**config.mk**
```make
export PLATFORM = sky130hd
export DESIGN_NAME = i2c_apb_arbiter
export DESIGN_NICKNAME = d
export VERILOG_FILES = /design/src/rtl/i2c_apb_arbiter.sv
export SDC_FILE = /design/constraint.sdc
export NUM_CORES = 1
export LEC_CHECK = 0
export ABC_AREA = 1
export BUFFER_PORTS_ARGS = -buffer_cell sky130_fd_sc_hd__buf_2
export CORE_MARGIN = 5
export CORE_UTILIZATION = 45
export CTS_BUF_LIST = sky130_fd_sc_hd__clkbuf_8
export DETAILED_ROUTE_END_ITERATION = 10
export PLACE_DENSITY_LB_ADDON = 0.3
export SETUP_SLACK_MARGIN = 0.2
export SLEW_MARGIN = 20
export SYNTH_ARGS = -nofsm -noshare
export SYNTH_HDL_FRONTEND = slang
export SYNTH_SLANG_ARGS = --single-unit
```
**constraint.sdc**
```tcl
create_clock -name clk -period 1.9 [get_ports clk]
set_input_delay 0.285 -clock clk [delete_from_list [all_inputs] [get_ports clk]]
set_output_delay 0.285 -clock clk [all_outputs]
set_load 0.02 [all_outputs]
```
**src/rtl/i2c_apb_arbiter.sv**
```systemverilog
// Two-requester lock-based arbiter in front of the single CoreI2C APB slave port.
// Ownership spans a full I2C transaction; ties alternate; a stalled owner is evicted.
module i2c_apb_arbiter #(
    parameter int ADDR_W  = 9,
    parameter int DATA_W  = 8,
    parameter int TIMEOUT = 4096,
    parameter int CNT_W   = 13
) (
    input  logic              clk,
    input  logic              rst_n,
    input  logic              m0_lock,
    output logic              m0_gnt,
    input  logic              m0_psel,
    input  logic              m0_penable,
    input  logic              m0_pwrite,
    input  logic [ADDR_W-1:0] m0_paddr,
    input  logic [DATA_W-1:0] m0_pwdata,
    output logic [DATA_W-1:0] m0_prdata,
    output logic              m0_pready,
    input  logic              m1_lock,
    output logic              m1_gnt,
    input  logic              m1_psel,
    input  logic              m1_penable,
    input  logic              m1_pwrite,
    input  logic [ADDR_W-1:0] m1_paddr,
    input  logic [DATA_W-1:0] m1_pwdata,
    output logic [DATA_W-1:0] m1_prdata,
    output logic              m1_pready,
    output logic              psel,
    output logic              penable,
    output logic              pwrite,
    output logic [ADDR_W-1:0] paddr,
    output logic [DATA_W-1:0] pwdata,
    input  logic [DATA_W-1:0] prdata,
    input  logic              pready,
    output logic              owner,
    output logic              busy,
    output logic              timeout_err
);

    typedef enum logic [1:0] {IDLE, OWN0, OWN1, DRAIN} state_e;

    state_e             state_q, state_d;
    logic               last_owner_q, last_owner_d;
    logic               owner_q, owner_d;
    logic               timeout_err_q, timeout_err_d;
    logic [1:0]         armed_q, armed_d;
    logic [CNT_W-1:0]   cnt_q, cnt_d;

    logic [1:0]         lock_s, elig_s;
    logic               pick_s, active_s, done_s;
    logic               own_lock_s, own_psel_s, own_penable_s, own_pwrite_s;
    logic [ADDR_W-1:0]  own_paddr_s;
    logic [DATA_W-1:0]  own_pwdata_s;

    // Select the current owner's request signals and derive arbitration terms
    always_comb begin
        lock_s        = {m1_lock, m0_lock};
        elig_s        = lock_s & armed_q;
        pick_s        = (elig_s == 2'b11) ? ~last_owner_q : elig_s[1];
        active_s      = (state_q != IDLE);
        own_lock_s    = last_owner_q ? m1_lock    : m0_lock;
        own_psel_s    = last_owner_q ? m1_psel    : m0_psel;
        own_penable_s = last_owner_q ? m1_penable : m0_penable;
        own_pwrite_s  = last_owner_q ? m1_pwrite  : m0_pwrite;
        own_paddr_s   = last_owner_q ? m1_paddr   : m0_paddr;
        own_pwdata_s  = last_owner_q ? m1_pwdata  : m0_pwdata;
        done_s        = own_psel_s & own_penable_s & pready;
    end

    // Next-state: arbitration, release, drain and hold-timeout
    always_comb begin
        state_d       = state_q;
        last_owner_d  = last_owner_q;
        owner_d       = owner_q;
        cnt_d         = cnt_q;
        timeout_err_d = 1'b0;
        armed_d       = armed_q | ~lock_s;
        case (state_q)
            IDLE: begin
                if (|elig_s) begin
                    state_d      = pick_s ? OWN1 : OWN0;
                    last_owner_d = pick_s;
                    owner_d      = pick_s;
                    cnt_d        = {CNT_W{1'b0}};
                end else begin
                    state_d = IDLE;
                end
            end
            OWN0, OWN1: begin
                // Lock release takes priority over an expiring timeout
                if (!own_lock_s) begin
                    if (own_psel_s && !done_s) begin
                        state_d = DRAIN;
                    end else begin
                        state_d = IDLE;
                    end
                end else if (own_psel_s) begin
                    cnt_d = {CNT_W{1'b0}};
                end else if (cnt_q == CNT_W'(TIMEOUT - 1)) begin
                    state_d                = IDLE;
                    timeout_err_d          = 1'b1;
                    armed_d[last_owner_q]  = 1'b0;
                end else begin
                    cnt_d = cnt_q + CNT_W'(1);
                end
            end
            DRAIN: begin
                if (done_s || !own_psel_s) begin
                    state_d = IDLE;
                end else begin
                    state_d = DRAIN;
                end
            end
            default: state_d = IDLE;
        endcase
    end

    // State and bookkeeping registers
    always_ff @(posedge clk or negedge rst_n) begin
        if (!rst_n) begin
            state_q       <= IDLE;
            last_owner_q  <= 1'b1;
            owner_q       <= 1'b0;
            timeout_err_q <= 1'b0;
            armed_q       <= 2'b11;
            cnt_q         <= {CNT_W{1'b0}};
        end else begin
            state_q       <= state_d;
            last_owner_q  <= last_owner_d;
            owner_q       <= owner_d;
            timeout_err_q <= timeout_err_d;
            armed_q       <= armed_d;
            cnt_q         <= cnt_d;
        end
    end

    // Grants and APB muxing; the non-owner never reaches the slave
    always_comb begin
        m0_gnt      = active_s & ~last_owner_q;
        m1_gnt      = active_s & last_owner_q;
        busy        = active_s;
        owner       = owner_q;
        timeout_err = timeout_err_q;
        if (active_s) begin
            psel    = own_psel_s;
            penable = own_penable_s;
            pwrite  = own_pwrite_s;
            paddr   = own_paddr_s;
            pwdata  = own_pwdata_s;
        end else begin
            psel    = 1'b0;
            penable = 1'b0;
            pwrite  = 1'b0;
            paddr   = {ADDR_W{1'b0}};
            pwdata  = {DATA_W{1'b0}};
        end
        if (m0_gnt) begin
            m0_prdata = prdata;
            m0_pready = pready;
        end else begin
            m0_prdata = {DATA_W{1'b0}};
            m0_pready = 1'b0;
        end
        if (m1_gnt) begin
            m1_prdata = prdata;
            m1_pready = pready;
        end else begin
            m1_prdata = {DATA_W{1'b0}};
            m1_pready = 1'b0;
        end
    end

endmodule

```
* Yosys cells after proc, flatten, opt, wreduce, memory -nomap -nowiden
Index checks and enable logic that the tools add are counted.
Storage, ports and cells: bits in registers 20, bits of input ports 53, output and inout port bits 43, logic and storage cells 81
Operators by class: $add $sub $neg 1, magnitude comparators 2, equality and inequality tests 10, muxes and demuxes 39, bitwise logic cells 10, reduce and logical (&&, ||, !) cells 13
Operators with widths (number):
- 2-to-1 mux 13 bit | 4
- 2-to-1 mux 8 bit | 4
- one-hot mux 13 bit (2 select lines) | 1
- 2-to-1 mux 2 bit | 11
- 2-to-1 mux 9 bit | 2
- 2-to-1 mux 1 bit | 15
- adder 13 x 1 -> 13 bit (second input constant) | 1
- equality test 13 x 12 -> 1 bit (second input constant) | 1
- != test 3 bit (second input constant) | 3
- equality test 2 bit (second input constant) | 3
- one-hot mux 2 bit (3 select lines) | 1
- AND 1 bit | 4
- AND 2 bit | 2
- != test 2 bit (second input constant) | 2
- inverter 2 bit | 2
- AND reduction 2 bit | 2
- AND reduction 4 bit | 1
- nonzero test 2 bit | 2
- OR reduction 2 bit | 2
- equality test 2 x 1 -> 1 bit (second input constant) | 1
- logical AND 1 bit | 2
- logical NOT 1 bit | 2
- logical NOT 2 bit | 1
- < comparator 1 x 2 -> 1 bit (second input constant) | 1
- other kinds (5) | 5

* Logic depth before layout (Yosys ltp)
depth after elaboration 10, depth in mapped cells 10, gate-level depth less buffers 10

* Worst setup path before layout
Ideal clock, no wire load.
kind reg2out, start reg last_owner_q, end out paddr[0], data arrival time 1530 ps, data required time 1615 ps, slack 85 ps, cell stages (with the launch flop) 6, path buffers 2, cell sequence dfstp_2 -> buf_2 -> inv_2 -> nor2_1 -> clkbuf_1 -> a22o_1
On the way: word-level cells in the longest chain between the ends 2
RTL lines:
- from (decl) | RTL line 44 | logic last_owner_q, last_owner_d;
- from (signal assigned) | RTL line 130 | last_owner_q <= last_owner_d;
- 2-to-1 mux 9 bit | RTL line 66 | own_paddr_s = last_owner_q ? m1_paddr : m0_paddr;
- 2-to-1 mux 9 bit | RTL line 145 | if (active_s) begin
- to (decl) | RTL line 32 | output logic [ADDR_W-1:0] paddr,
Every way passes these cells.

* Final worst setup path
start reg last_owner_q, end out paddr[7]
The elaborated chain is that of the path after synthesis.

==> qor.csv <==
metric,value,unit
power_density,1580,nW/um2
timing.rr.start,last_owner_q$_DFFE_PN1P_,
fillers,121,
dieArea,4860,um2
grt_pass1_vias,1875,
layout_commonest_cell,buf_2,
coreArea,3390,um2
outcome,"complete, but fails checks",
io_pins,96,
setup_viol,8,
finalWorstSetupSlack,-39.5,ps
grt_setup_unrepaired,yes,
synth_top_family_by_area,simple AND/OR/NAND/NOR gates,
hold_ws,308,ps
muxShareOfSynthArea,0,%
synth-simple-area-share,34.3,%
finalCritPeriodShare,102,%
layout.cells.most_common_list,"buf_2 (55), buf_6 (49), nand2_1 (47)",
syn_area,1600,um2
cap_violations,0,
max-slew-margin-rel,61.0,%
wl_per_cell,23.0,um
start_util,47.3,%
cts-buffers-inserted,3,
crit_path_end_kind,output port,
tritoncts,yes,
worstSetupPathType,flip-flop to output port,
slowest_stage,dfstp_2,
cts.sinks,20,
place.gp.congestion,0.920,
path_clk_slew,80,ps
ys_seq_area_share,31.5,%
diodes,0,
initialDrtViolationCount,243,
syn_inst,230,
stdcell_area,3120,um2
drive_gt1_share,58.3,%
fp-row-count,21,
min_period,1940,ps
chipHeight,69.7,um
required,1620,ps
grt_max_degree,21,
cts-root-buf,clkbuf_8,
critPathArrivalTime,1650,ps
final_nets,414,
synth_xor_area_share,0,%
grt_util_all_layers,23.5,%
area_delta_synth_final,94.9,%
ys_warn_count,0,
hold_start,m1_lock,
crit_family,flip-flops,
grt.overflow.total,0,
hold_viol,0,
hold_path_class,input pin to flip-flop,
viasPerCell,6.08,
final_max_slew_viol_count,0,
synthAdderAreaFrac,2.34,%
avgSynthCellArea,6.97,um2
worst_pin_slew,579,ps
ys_ff_latch,20,
vdd_ir_drop_max,0.000982,V
die_w,69.7,um
yosysUniqueCellTypes,29,
finClkSkew,1.41,ps
crit_start,last_owner_q$_DFFE_PN1P_,
vias,2449,
grt_pass1_wl,9270,um
violations,negative setup slack,
synth_compound_area_share,21.3,%
drcViolationCount,0,
drt-total-wl,9270,um
max_stage_delay,620,ps
hpwl,3990,um
antenna_found_initial,0,
first_pass_iters,5,
start_kind,flip-flop,
final_antenna_net_count,0,
max_freq,0.516,GHz
clock_path_buffers,2,
cp_max_fo,5,
syn_nets,286,
crit_chain,inv_4 > nor2_4 > buf_12 > clkbuf_16 > a22o_1 > buf_6,
ctsHtreeMaxLevel,1,
finalSetupTns,-121,ps
crit_buf_inv,4,
port_buffers,95,
placedInstanceArea,2160,um2
p_leak,1.50,nW
clk_latency,270,ps
-- worst paths after layout --
kind	to	cells after the start	slack [ps]
setup / recovery	paddr[7]	6	-40
hold / removal	armed_q[1]$_DFF_PN1_	4	310
setup reg to reg	cnt_q[10]$_DFFE_PN0P_	10	-10
hold reg to reg	armed_q[1]$_DFF_PN1_	2	520
max in group asynchronous	armed_q[0]$_DFF_PN1_	2	1060
min in group asynchronous	cnt_q[8]$_DFFE_PN0P_	2	500
-- worst register-to-register path, stage by stage (launching register included) --
cell     delay (ps)
dfstp_2         620
inv_4            70
buf_6           120
buf_6           120
nand2_4          70
nand2_4          60
buf_6           120
nor2_4          160
buf_6           160
nand3_2          90
o21ai_1         230
-- state kept, by name, indices dropped and copies added (netlist names) --
signal and cells:
timeout_err 1, owner 1, last_owner_q 1, cnt_q 13
armed_q 2, state_q 2
-- stage by stage --
stage	worst slack, ps	utilization (%)	instances	power, mW
after floorplan	152	-	230	2.04
after global placement	94.6	63.8	369	2.60
after detailed placement	35.5	63.8	369	2.61
after CTS	35.9	74.7	391	3.62
after global routing	-58.6	92.2	403	5.14
final	-39.5	92.2	403	4.95
-- where the power goes --
group | total (mW) | switching (mW) | internal, mW
Combinational | 4.06 | 2.27 | 1.79
Sequential | 0.552 | 0.0618 | 0.490
Clock | 0.337 | 0.152 | 0.185
Total | 4.95 | 2.49 | 2.46
-- cells in the mapped netlist, drive strengths merged --
cell	instances	area share, %
a21o	1	0.47
a21oi	3	0.94
a22o	18	9.8
buf	6	2.9
clkbuf	2	0.47
clkinv	2	0.47
dfrtp	17	27
dfstp	3	4.9
ha	3	2.3
inv	29	6.8
nand2	61	15
nand3	18	6.7
nand3b	3	1.4
nand4	3	1.2
nor2	33	8.8
o211ai	2	0.94
o21ai	18	7.3
o21bai	4	1.9
or2	4	1.6
-- area by class of cell --
type | instances | area, um2 | share of cell area (%)
multi-input cells | 174 | 1280 | 41.0
inverters | 31 | 150 | 4.81
repair inverters | 1 | 11.3 | 0.360
repair buffers | 127 | 1060 | 34.1
flip-flops and latches | 20 | 504 | 16.1
well taps | 46 | 57.6 | 1.84
clock buffers | 4 | 55.1 | 1.76
-- metal layers --
metal | global-route usage [%] | vias up | share of wire [%]
met2 | 42.5 | 238 | 49
li1 | - | 1019 | -
met4 | 10.2 | 0 | 7.4
met3 | 5.94 | 80 | 10
met5 | 0 | - | 0
met1 | 25.7 | 1112 | 33
-- logic make-up (layout without fill, tap and decap cells) --
kind of cell	count (synthesis)	count (layout)
and+or+nand+nor	122	125
buffers and inverters	39	163
AOI/OAI and AO/OA	46	46
DFF	20	20
adders and majority gates	3	3
-- timing repair --
action | in CTS | in global routing
hold buffers | 1 | 0
hold endpoints to repair | 17 | 0
gates resized for setup | 46 | 134
setup buffers | 14 | 9
gates cloned | 3 | 3
pin swaps | 7 | 30
setup endpoints to repair | 52 | 58
(Power assumes the default switching activity.)
